**config.mk**
```make
export PLATFORM = sky130hd
export DESIGN_NAME = mux_rr_arb
export DESIGN_NICKNAME = d
export VERILOG_FILES = /design/src/rtl/mux_rr_arb.sv
export SDC_FILE = /design/constraint.sdc
export NUM_CORES = 1
export LEC_CHECK = 0
export CAP_MARGIN = 30
export CORE_UTILIZATION = 32
export DETAILED_ROUTE_END_ITERATION = 8
export PLACE_DENSITY = 0.71
export SLEW_MARGIN = 20
export SYNTH_ARGS = -nofsm -noshare
export SYNTH_HDL_FRONTEND = slang
export SYNTH_SLANG_ARGS = --single-unit
```
**constraint.sdc**
```tcl
create_clock -name clk -period 4.2 [get_ports clk]
set_input_delay 0.84 -clock clk [delete_from_list [all_inputs] [get_ports clk]]
set_output_delay 0.84 -clock clk [all_outputs]
set_load 0.005 [all_outputs]
```
**src/rtl/mux_rr_arb.sv**
```systemverilog
// mux_rr_arb -- shared-output stream selector with fixed-select and
// round-robin arbitration modes.
//
// CHANNELS input streams of WIDTH bits each compete for one registered
// output stream. All streams use valid/ready handshakes. The output stage is
// a single register slice. It can take a new word in the same cycle the
// held word is consumed, so it sustains one word per cycle.
//
// Optional build feature:
//   MUX_RR_ARB_STATS_EN  -- when defined, adds per-channel saturating 8-bit
//                           grant counters, the stat_sel input and the
//                           stat_cnt output. When undefined, none of this
//                           logic or these ports exist.
module mux_rr_arb #(
  parameter int WIDTH    = 4,
  parameter int CHANNELS = 4,
  parameter int SELW     = $clog2(CHANNELS)
) (
  input  logic                      clk,
  input  logic                      rst,
  input  logic                      mode,
  input  logic [SELW-1:0]           sel_in,
  input  logic [CHANNELS-1:0]       in_valid,
  input  logic [CHANNELS*WIDTH-1:0] in_data,
  output logic [CHANNELS-1:0]       in_ready,
  output logic                      out_valid,
  output logic [WIDTH-1:0]          out_data,
  output logic [SELW-1:0]           out_chan,
  input  logic                      out_ready
`ifdef MUX_RR_ARB_STATS_EN
  ,
  input  logic [SELW-1:0]           stat_sel,
  output logic [7:0]                stat_cnt
`endif
);

  // Mode encoding on the mode pin.
  localparam logic MODE_FIXED = 1'b0;
  localparam logic MODE_RR    = 1'b1;

  // Highest channel index. The round-robin pointer wraps to 0 after this.
  localparam logic [SELW-1:0] LAST_CHAN = SELW'(CHANNELS - 1);

  // ---------------------------------------------------------------------
  // Internal signals
  // ---------------------------------------------------------------------
  logic                load_en_s;     // output register can take a word
  logic                accept_s;      // a word is transferred this cycle
  logic [CHANNELS-1:0] fixed_grant_s; // grant candidate in fixed mode
  logic [CHANNELS-1:0] rr_grant_s;    // grant candidate in round-robin mode
  logic                rr_found_s;    // round-robin search found a channel
  logic [SELW-1:0]     rr_idx_s;      // channel being inspected by the search
  logic [CHANNELS-1:0] grant_s;       // one-hot (or zero) grant
  logic                grant_any_s;   // some channel is granted
  logic [SELW-1:0]     grant_idx_s;   // binary index of the granted channel
  logic [WIDTH-1:0]    grant_data_s;  // data word of the granted channel
  logic [SELW-1:0]     rr_next_s;     // pointer value after a round-robin grant

  logic                out_valid_r;
  logic [WIDTH-1:0]    out_data_r;
  logic [SELW-1:0]     out_chan_r;
  logic [SELW-1:0]     rr_ptr_r;      // highest-priority channel for next search

  // ---------------------------------------------------------------------
  // Helpers
  // ---------------------------------------------------------------------

  // Saturating increment for the 8-bit statistics counters.
  function automatic logic [7:0] sat_inc8(input logic [7:0] value);
    logic [7:0] result;
    if (value == 8'hFF) begin
      result = 8'hFF;
    end else begin
      result = value + 8'h01;
    end
    return result;
  endfunction

  // Modulo-CHANNELS successor of a channel index.
  function automatic logic [SELW-1:0] next_chan(input logic [SELW-1:0] idx);
    logic [SELW-1:0] result;
    if (idx == LAST_CHAN) begin
      result = '0;
    end else begin
      result = idx + SELW'(1);
    end
    return result;
  endfunction

  // ---------------------------------------------------------------------
  // Handshake qualification
  // ---------------------------------------------------------------------

  // The output slice can load when it is empty or its word leaves this cycle.
  always_comb begin
    load_en_s = ~out_valid_r | out_ready;
  end

  // ---------------------------------------------------------------------
  // Grant generation
  // ---------------------------------------------------------------------

  // Fixed mode: only the selected channel may win. Out-of-range selects win nothing.
  always_comb begin
    fixed_grant_s = '0;
    if (int'(sel_in) < CHANNELS) begin
      fixed_grant_s[sel_in] = in_valid[sel_in];
    end else begin
      fixed_grant_s = '0;
    end
  end

  // Round-robin: first valid channel starting at rr_ptr and wrapping around.
  always_comb begin
    rr_grant_s = '0;
    rr_found_s = 1'b0;
    rr_idx_s   = '0;
    for (int i = 0; i < CHANNELS; i++) begin
      rr_idx_s = SELW'((int'(rr_ptr_r) + i) % CHANNELS);
      if (!rr_found_s && in_valid[rr_idx_s]) begin
        rr_grant_s[rr_idx_s] = 1'b1;
        rr_found_s           = 1'b1;
      end else begin
        rr_found_s = rr_found_s;
      end
    end
  end

  // Pick the grant vector of the active mode.
  always_comb begin
    grant_s = '0;
    case (mode)
      MODE_FIXED: grant_s = fixed_grant_s;
      MODE_RR:    grant_s = rr_grant_s;
      default:    grant_s = '0;
    endcase
  end

  // Encode the one-hot grant into an index and mux out the granted data word.
  always_comb begin
    grant_any_s  = |grant_s;
    grant_idx_s  = '0;
    grant_data_s = '0;
    for (int k = 0; k < CHANNELS; k++) begin
      if (grant_s[k]) begin
        grant_idx_s  = SELW'(k);
        grant_data_s = in_data[k*WIDTH +: WIDTH];
      end else begin
        grant_idx_s  = grant_idx_s;
        grant_data_s = grant_data_s;
      end
    end
  end

  // Next pointer value: the channel just after the winner, wrapping.
  always_comb begin
    rr_next_s = next_chan(grant_idx_s);
  end

  // A transfer happens when the slice can load and somebody is granted.
  always_comb begin
    accept_s = load_en_s & grant_any_s;
  end

  // Upstream ready: at most one bit, and only while the slice can load.
  always_comb begin
    in_ready = '0;
    if (load_en_s) begin
      in_ready = grant_s;
    end else begin
      in_ready = '0;
    end
  end

  // ---------------------------------------------------------------------
  // State
  // ---------------------------------------------------------------------

  // Output register slice: load on a grant, drain when nothing is granted, else hold.
  always_ff @(posedge clk or posedge rst) begin
    if (rst) begin
      out_valid_r <= 1'b0;
      out_data_r  <= '0;
      out_chan_r  <= '0;
    end else if (load_en_s) begin
      if (grant_any_s) begin
        out_valid_r <= 1'b1;
        out_data_r  <= grant_data_s;
        out_chan_r  <= grant_idx_s;
      end else begin
        // Data and channel keep their last values. Only valid drops.
        out_valid_r <= 1'b0;
        out_data_r  <= out_data_r;
        out_chan_r  <= out_chan_r;
      end
    end else begin
      out_valid_r <= out_valid_r;
      out_data_r  <= out_data_r;
      out_chan_r  <= out_chan_r;
    end
  end

  // Round-robin pointer: moves only on accepted round-robin grants, survives mode changes.
  always_ff @(posedge clk or posedge rst) begin
    if (rst) begin
      rr_ptr_r <= '0;
    end else if (accept_s && (mode == MODE_RR)) begin
      rr_ptr_r <= rr_next_s;
    end else begin
      rr_ptr_r <= rr_ptr_r;
    end
  end

  // Drive the output ports straight from the registers.
  always_comb begin
    out_valid = out_valid_r;
    out_data  = out_data_r;
    out_chan  = out_chan_r;
  end

  // ---------------------------------------------------------------------
  // Optional grant statistics
  // ---------------------------------------------------------------------
`ifdef MUX_RR_ARB_STATS_EN
  logic [7:0] stat_cnt_r [CHANNELS];

  // Per-channel saturating count of accepted grants.
  always_ff @(posedge clk or posedge rst) begin
    if (rst) begin
      for (int k = 0; k < CHANNELS; k++) begin
        stat_cnt_r[k] <= 8'h00;
      end
    end else begin
      for (int k = 0; k < CHANNELS; k++) begin
        if (accept_s && grant_s[k]) begin
          stat_cnt_r[k] <= sat_inc8(stat_cnt_r[k]);
        end else begin
          stat_cnt_r[k] <= stat_cnt_r[k];
        end
      end
    end
  end

  // Read port for the counters. Out-of-range selects read as zero.
  always_comb begin
    stat_cnt = 8'h00;
    if (int'(stat_sel) < CHANNELS) begin
      stat_cnt = stat_cnt_r[stat_sel];
    end else begin
      stat_cnt = 8'h00;
    end
  end
`else
  // Statistics disabled: no counters and no extra ports. sat_inc8 is unused here.
`endif

endmodule

```
== Word level (Yosys, flattened, before mapping) ==
Cells that the tools add are included.

* Register bits: 9

* Add/sub/neg operators: 4
* Multiplexer cells: 38
* Magnitude comparators: 10
* Bitwise operators: 8
* Equality and inequality tests: 1
* Reductions and logical operators: 14

{| class="wikitable"
|+ Operators by type and width
! cell !! count
|-
| $mux 4 || 9
|-
| $lt 2x3->1 const B || 5
|-
| $mux 1 || 15
|-
| $or 4x4->4 || 3
|-
| $bmux 1 s2 || 5
|-
| $demux 1 s2 || 5
|-
| $ge 2x1->1 const B || 5
|-
| $logic_and 1x1->1 || 9
|-
| $pmux 4 s2 || 1
|-
| $mux 2 || 3
|-
| $add 2x1->2 const B || 2
|-
| $add 2x2->2 const B || 2
|-
| $and 4x4->4 || 1
|-
| $reduce_or 4->1 || 1
|-
| $logic_not 1->1 || 3
|-
| $eq 2x2->1 const B || 1
|-
| $not 1->1 || 2
|-
| $reduce_and 2->1 || 1
|-
| $and 1x1->1 || 1
|-
| $or 1x1->1 || 1
|}

== Logic depth before layout (Yosys ltp) ==
Gate-level depths: netlist of run 1.

* Depth after elaboration: 18
* Mapped depth: 11

== Least setup slack after synthesis of run 1 ==
OpenSTA, ideal clock, no wires.

* Kind: reg-to-output
* Start point: reg rr_ptr_r[0]
* End point: out in_ready[3]
* Required time: 3.360 ns
* Cell stages (with the launch flop): 10
* Arrival time: 2.458 ns
* Buffers on the path: 2
* Path slack: 0.902 ns
* Cell sequence: dfrtp_1 -> buf_6 -> inv_1 -> ha_1 -> mux4_2 -> nor4b_4 -> nand2_1 -> a31oi_2 -> buf_4 -> and2_1

* Word-level cells in the longest chain between the ends: 14

{| class="wikitable"
|+ Ends and longest elaborated chain
! item !! line !! source
|-
| start: declaration || 62 || <nowiki>logic [SELW-1:0] rr_ptr_r;</nowiki>
|-
| start signal: assignment || 208 || <nowiki>rr_ptr_r <= rr_next_s;</nowiki>
|-
| start signal: assignment || 210 || <nowiki>rr_ptr_r <= rr_ptr_r;</nowiki>
|-
| parallel branches: the longest is 11 deep, another holds $lt 2x3->1 || n/a ||
|-
| $mux 4 * || 120 || <nowiki>if (!rr_found_s && in_valid[rr_idx_s]) begin</nowiki>
|-
| $pmux 4 s2 * || 132 || <nowiki>case (mode)</nowiki>
|-
| $mux 4 * || 168 || <nowiki>if (load_en_s) begin</nowiki>
|-
| end: declaration || 25 || <nowiki>output logic [CHANNELS-1:0] in_ready,</nowiki>
|}

Every way passes the cells marked *. The select of a mux whose other input is x is not followed.

== Worst setup path after layout of run 1 ==
Ends and elaborated chain as after synthesis.

==> results of run 1 <==
## synth_stat cells, types with 2 or more instances
cell and n:
sky130_fd_sc_hd__nand2_1 14, sky130_fd_sc_hd__dfrtp_1 9, sky130_fd_sc_hd__ha_1 6, sky130_fd_sc_hd__inv_1 6, sky130_fd_sc_hd__a221oi_1 5, sky130_fd_sc_hd__a31oi_1 4
sky130_fd_sc_hd__nor2_1 4, sky130_fd_sc_hd__o31ai_2 4, sky130_fd_sc_hd__and2_1 3, sky130_fd_sc_hd__mux4_2 3, sky130_fd_sc_hd__nor2b_1 3, sky130_fd_sc_hd__a21o_1 2
sky130_fd_sc_hd__a21o_2 2, sky130_fd_sc_hd__a221oi_2 2, sky130_fd_sc_hd__a31oi_2 2, sky130_fd_sc_hd__and2b_2 2, sky130_fd_sc_hd__buf_4 2, sky130_fd_sc_hd__nor3b_2 2
## flip-flops by register name (all words and copies together) (netlist names)
signal,count
out_chan,2
out_data,4
out_valid,1
rr_ptr_r,2
## logic make-up (layout without fill, tap and decap cells)
family                     Yosys count  after routing  synth area share (%)
and+or+nand+nor                     34             34                  22.0
AOI/OAI and AO/OA                   28             28                  30.1
DFF                                  9              9                  23.6
buffers and inverters                9             53                  5.10
adders and majority gates            6              6                  7.85
muxes                                5              5                  11.4
## cell usage in the layout (no fill, tap or decap), drive strengths merged, types with 2 or more instances in the layout
master	instances
mux4	4
inv	6
clkdlybuf4s50	32
o31ai	4
a221oi	7
ha	6
buf	7
nor3b	2
nor2b	4
and2b	2
dlymetal6s2s	4
a21o	4
dfrtp	9
clkbuf	4
a31oi	7
nand2	15
nor2	4
and2	4
## worst max-delay path by stage
stage,slack [ns],startpoint,endpoint
6_report,0.20,rr_ptr_r[0]$_DFFE_PP0P_,in_ready[3]
5_1_grt,0.009,rr_ptr_r[1]$_DFFE_PP0P_,in_ready[3]
4_1_cts,0.02,rr_ptr_r[0]$_DFFE_PP0P_,in_ready[3]
3_5_place_dp,-0.01,in_valid[3],in_ready[3]
3_3_place_gp,0.09,in_valid[3],in_ready[3]
2_1_floorplan,0.90,rr_ptr_r[0]$_DFFE_PP0P_,in_ready[3]
## worst register-to-register path, delay by kind of cell, from the launching register on
kind / cells / cell delay [ns]
AO/OA/AOI/OAI: 3 / 0.84
adder cells (fa/ha/maj): 1 / 0.35
flip-flops: 1 / 0.48
AND/OR/NAND/NOR: 2 / 0.34
multiplexers: 2 / 0.91
buffers and inverters: 2 / 0.31
## timing repair
action                     4_1_cts  5_1_grt
gates resized for setup          0        7
setup endpoints to repair        2        4
setup buffers                    2        0
pin swaps                        0        3
gates cloned                     0        0
## through the flow
| stage | instance area [sq um] | cells | setup TNS [ns] |
|---|---|---|---|
| after floorplan | 956 | 91 | 0 |
| after global placement | 1370 | 160 | 0 |
| after detailed placement | 1370 | 160 | -0.0112 |
| after CTS | 1410 | 166 | 0 |
| after global routing | 1430 | 166 | 0 |
| final | 1430 | 166 | 0 |
## power breakdown
part           internal [W]  switching (W)  total [W]
logic              0.000298       0.000245   0.000542
clock network     0.0000366      0.0000305  0.0000671
registers          0.000128      0.0000423   0.000170
## final cells by class
class	count	area share, %
multi-input combinational	73	48.4
clock buffer	4	1.84
inverter	6	1.58
timing repair buffer	43	29.6
sequential	9	15.9
tap	31	2.72
## routing by layer
layer	wire length [um]	global-route usage, %
met3	157	3.00
met5	0	0
met4	40	6.97
met2	1320	31.8
met1	985	17.0
==> results.md, run 1 <==
- The biggest area contributor in the post-synthesis netlist is sky130_fd_sc_hd__dfrtp_1.
- The run finished with clean final reports.
- The sequential cells in the finished layout cover a total of 226 sq um.
- The count of different cell masters after synthesis is 34.
- The worst setup path category is flop to output port.
- Input and output buffers added on the ports amount to 36.
- Data on the critical path arrives at its endpoint at 3.16 ns.
- CTS placed an instance of sky130_fd_sc_hd__clkbuf_4 at the clock tree root.
- The power per standard cell area is 546 nW/um^2.
- The clock period minus final worst setup slack is 4.00 ns.
- The growth of design area from synthesis to finish is 49.3%.
- The hold violation count in the final report is 0.
- The via total after detailed routing is 919.
- The final weighted congestion of routability-driven global placement is 0.874.
- The TritonCTS clock tree is yes.
- The via count of the first global-routing pass is 989.
- The worst hold path terminates at out_chan[0]$_DFFE_PP0P_.
- The worst setup path is captured at an output port.
- The total of fill cells in the finished design is 257.
- The die width is 56.7 um.
- Across all hold checks on the routed design, the worst slack comes to 0.480 ns.
- The setup violation total in the final timing report is 0.
- The total number of placement rows is 19.
- The count of flip-flops with a built-in enable after synthesis is 0.
- Before CTS, the worst setup slack after placement is -0.0112 ns.
- The number of cells on the worst reg-to-reg path is 10.
- The height of the chip is 56.7 um.
- The largest single stage delay on the critical path is 0.60 ns.
- For this design, the slowest cell found on the critical path is sky130_fd_sc_hd__mux4_2.
- The number of hold buffers added after CTS is 0.
- The number of cells on the critical path is 8.
- The max-cap violation count is 0.
- After synthesis, the share of flip-flops with an asynchronous set or reset is 100%.
- Summing the sequential cell areas from Yosys gives 23.6% of the chip area.
- CTS built an H-tree with a depth of 1.
- The worst path uses 95.2% of the clock period.
- The design draws 0.000779 W.
- The critical path contains buffers and inverters numbering 2 combined.
- The area of the die is 3210 sq um.
- For this design, the sink count on the clock tree is 9.
- The number of CTS-inserted buffers is 3.
- The maximum buffer depth of the clock tree is 2.
- The clock-pin transition on the worst setup and hold timing paths is 0.06 ns.
- In the final layout, the multi-input gates occupy 691 sq um.
- The number of optimization iterations in the first detailed-route pass is 4.
- The top cell family by delay on the critical path is simple AND/OR/NAND/NOR gates.
- Based on the critical path, the design can be clocked at up to 0.250 GHz.
- When the netlist entered floorplanning its net count stood at 123.
- The ratio of routed vias to standard cells is 5.54.
- Ranked by total cell area, the synthesized netlist is headed by sky130_fd_sc_hd__dfrtp_1 (24%), sky130_fd_sc_hd__ha_1 (7.9%), sky130_fd_sc_hd__mux4_2 (7.1%).
- In this run the register-to-register setup slack is 0.86 ns.
- For the pin with the worst max-slew slack, the measured transition is 0.356 ns.
- A synthesized cell averages 10.5 sq um.
- Between clock sinks in the finished design, the worst skew comes to 0.00506 ns.
- The aggregate global-route resource usage is 16.5%.
- The effective utilization at floorplan is 34.4%.
- The count of synthesis-stage warnings from yosys is 0.
- The share of the core filled with cells in the final layout is 51.3%.
- The antenna diode count is 0.
- The start point of the worst hold path is out_chan[0]$_DFFE_PP0P_.
- The share of the synthesized area in the top cell type is 23.6%.
- The core region is 2780 sq um.
- The first global-routing pass estimated 4170 um of wire.
- Summing every instance area after synthesis gives 956 sq um.
- The number of primary I/O pins is 37.
- For this design the static power due to leakage is 0.617 nW.
- At the worst endpoint, the required time is 3.36 ns.
- The post-synthesis cell count is 91.
- At the end of the flow, the number of nets in the layout was 168.
- Setup repair after global routing left no endpoint under its margin.
- The beginning of the worst register-to-register path is rr_ptr_r[0]$_DFFE_PP0P_.
- The final global-route overflow total is 0.
- The final layout contains routed wiring with a total length of 2500 um.
- The remaining routing DRC violations is 0.
- The share of cells above drive strength 1 is 27.4%.
- The half-perimeter wire length after placement is 2030 um.
- The leading register cell type out of synthesis is sky130_fd_sc_hd__dfrtp_1.
- The path class of the lowest-slack min-delay path is flop to flop.
- Of all nets on the critical path, the largest fanout is 9.
- The DRC violation total after the first TritonRoute iteration is 48.
- The number of max-slew violations in the final report came to 0.
- Counting instances, the worst hold path has a depth of 2.
- The kind of launch point of the worst setup path is a flop.
- The flip-flop and latch count after synthesis is 9.
- Entering global routing, the biggest net connects 13 pins.
- In this run the remaining antenna-violating nets after routing total 0.
- Clock latency on the worst-skew pair, taken at its later pin, is 0.26 ns.
- The worst ir drop on vdd is 0.000323 V.
- The capturing point of the worst reg2reg path is rr_ptr_r[0]$_DFFE_PP0P_.
- Headroom to the max-slew limit came out at 76.3%.
- The post-route worst setup slack is 0.203 ns.
- The signal on the critical path passes through inv_1, ha_1, mux4_2, nor4b_4, nand2_1, a31oi_2, and2_4, clkdlybuf4s50_1.
- After detailed routing, the average wire length per cell comes to 15.1 um.
- The number of antenna violations at the first check in global routing is 0.
Note: power is estimated with default switching activity, not from simulation.
==> run 2: changes to the inputs <==
PLACE_DENSITY = 0.73   (was 0.71)
SKIP_CTS_REPAIR_TIMING = 1   (was not set)
clock period = 3.2 ns   (was 4.2 ns; I/O delays follow)
==> run 2 against run 1 <==
Critical path depth grew 1; final cell count up 6.0%; combinational power increased by 61%; critical endpoint is now in_ready[2].
==> results.md, run 2 (synthesized netlist as in run 1, its figures left out) <==
- The peak per-stage delay on the critical path is 0.56 ns.
- By startpoint and endpoint, the worst setup path is classified as flop to output port.
- For this run, the total global-route usage over all layers was measured as 16.8%.
- The most critical setup path has its startpoint at rr_ptr_r[1]$_DFFE_PP0P_.
- The core region is 2780 sq um.
- Clock latency on the worst-skew pair, taken at its later pin, is 0.27 ns.
- The global-route wire length before repair is 4170 um.
- Counting the buffers created by CTS gives 3.
- The routed length per placed instance is 14.9 um.
- The switching power as a share of total power is 39.6%.
- The top cell types in the final layout, fill and taps aside, are sky130_fd_sc_hd__clkdlybuf4s50_1 (28), sky130_fd_sc_hd__buf_4 (16), sky130_fd_sc_hd__nand2_1 (12).
- The area of the die is 3210 sq um.
- The clock passes through at most 2 buffers.
- The path class of the lowest-slack min-delay path is flop to flop.
- The via total after detailed routing is 950.
- The max-cap violation count is 0.
- The total internal power is 0.000699 W.
- The power per standard cell area is 752 nW/um^2.
- The routed design could run at a clock period as short as 3.18 ns.
- The number of sinks handled by clock tree synthesis is 9.
- The effective utilization at floorplan is 34.4%.
- The worst setup path is launched from a flop.
- The worst path required time is 2.56 ns.
- Using the TritonRoute via totals, the vias-per-cell ratio works out to 5.40.
- The maximum fanout count along the critical path is 4.
- The worst setup path is captured at an output port.
- The worst hold slack is 0.488 ns.
- The run finished with clean final reports.
- Setup repair after global routing could not meet its margin everywhere.
- The DRC violation total after the first TritonRoute iteration is 30.
- In the final design database the tool counted 178 nets.
- Among all stages on the critical path, the largest delay is contributed by sky130_fd_sc_hd__mux4_2.
- The startpoint identified for the worst hold timing path is out_chan[0]$_DFFE_PP0P_.
- The growth of design area from synthesis to finish is 61.0%.
- The number of cells in the finished layout apart from fillers is 176.
- For this design the static power due to leakage is 0.711 nW.
- In this run, the clock network consumes 7.9% of the power.
- The final period utilization is 99.4%.
- Walking the worst path, the cells encountered are inv_2, ha_4, mux4_2, buf_6, nor3b_4, nand2_1, a31oi_4, and2_4, dlymetal6s2s_1.
- In this run the critical register-to-register path is launched from rr_ptr_r[1]$_DFFE_PP0P_.
- Counting the fill cells in the layout gives 269.
- The clock tree skew after final layout is 0.00628 ns.
- The die is 56.7 um tall.
- Setup violations remaining at the end of the flow were counted as 0.
- The hold violation count in the final report is 0.
- The number of optimization iterations in the first detailed-route pass is 4.
- In this run the core area contains 19 standard-cell rows.
- The H-tree depth is 1.
- The final weighted congestion of routability-driven global placement is 0.832.
- The maximum number of pins on one net before global-route repair is 13.
- Static timing analysis puts the maximum clock frequency at 0.314 GHz.
- The switching power is 0.000459 W.
- The die width is 56.7 um.
- The half-perimeter wire length after placement is 2120 um.
- The number of max-slew violations in the final report is 0.
- The number of I/O port buffers is 36.
- The number of cells in the design after placement is 168.
- At the pin with the least slew margin, the transition time is 0.369 ns.
- TritonCTS built the clock tree.
- After global routing the overflow that remains totals 0.
- Per report_power, the sequential group accounts for 17.0% of the total.
- The final wirelength is 2630 um.
- Per report_power, the combinational group accounts for 75.1% of the total.
- Measured against its own limit, the worst slew margin works out to 75.4%.
- 37 I/O pins were placed.
- The clock-pin transition on the worst setup and hold timing paths is 0.07 ns.
- The number of antenna diodes in the final layout is 0.
- The worst ir drop on vdd is 0.000519 V.
- The critical path data arrival time is 2.54 ns.
- In this run the remaining antenna-violating nets after routing total 0.
- The share of cells above drive strength 1 is 39.3%.
- The number of flip-flops in the largest register is 4.
- The number of antenna violations at the first check in global routing is 0.
- The master cell of the clock root buffer is sky130_fd_sc_hd__clkbuf_4.
- The via count of the first global-routing pass is 991.
- After detailed routing, the number of remaining DRC violations is 0.
- The most frequent standard cell in the layout excluding fill and tap cells is sky130_fd_sc_hd__clkdlybuf4s50_1.
-- run 2: critical path, delay by kind of cell, from the launching register on --
kind	cells	cell delay [ns]
compound gates	1	0.21
buf+inv	3	0.33
simple gates	3	0.55
mux	1	0.56
flops	1	0.36
fa+ha+maj	1	0.27
-- run 2: cell type report --
class                      instances  area [sq um]  share of cell area (%)
sequential                         9           225                    14.6
clock inverter                     1          5.00                   0.325
tap                               31          38.8                    2.52
clock buffer                       3          22.5                    1.46
multi-input combinational         73           728                    47.3
timing repair buffer              53           497                    32.3
inverter                           6          22.5                    1.46
-- run 2: per-stage QoR --
stage	area [sq um]	total power, W	setup TNS (ns)	utilization [%]	worst slack [ns]
final	1540	0.00116	0	55.3	0.0178
after global routing	1540	0.00124	-0.310	55.3	-0.0901
after CTS	1450	0.00107	-2.13	52.3	-0.535
after detailed placement	1430	0.000977	-3.74	51.3	-0.525
after global placement	1430	0.000947	-3.14	51.3	-0.470
after floorplan	956	0.000672	0	-	0.102
-- run 2: layer usage --
metal / share of wire (%) / up-vias / global-route usage [%] / wire length (um)
met5: 0 / - / 0 / 0
met4: 1.1 / 0 / 5.57 / 30
met3: 5.5 / 5 / 3.00 / 145
met2: 56 / 39 / 32.4 / 1460
met1: 38 / 451 / 17.9 / 988
li1: - / 455 / - / -
-- run 2: path summary, 6_finish.rpt --
kind	end	slack [ns]	cells after the start
worst min register to register	out_chan[0]$_DFFE_PP0P_	0.49	2
max in group asynchronous	out_valid$_DFFE_PP0P_	2.30	2
worst max-delay path	in_ready[2]	0.02	9
min in group asynchronous	out_data[1]$_DFFE_PP0P_	0.64	2
worst max register to register	rr_ptr_r[0]$_DFFE_PP0P_	0.16	10
worst min-delay path	out_chan[0]$_DFFE_PP0P_	0.49	2
-- run 2: power by group through the flow --
stage	combinational [W]	sequential (W)	clock [W]
after floorplan	0.000464	0.000208	0
after global placement	0.000753	0.000194	0
after detailed placement	0.000781	0.000197	0
after CTS	0.000784	0.000195	0.0000923
after global routing	0.000938	0.000202	0.0000993
final	0.000870	0.000197	0.0000912
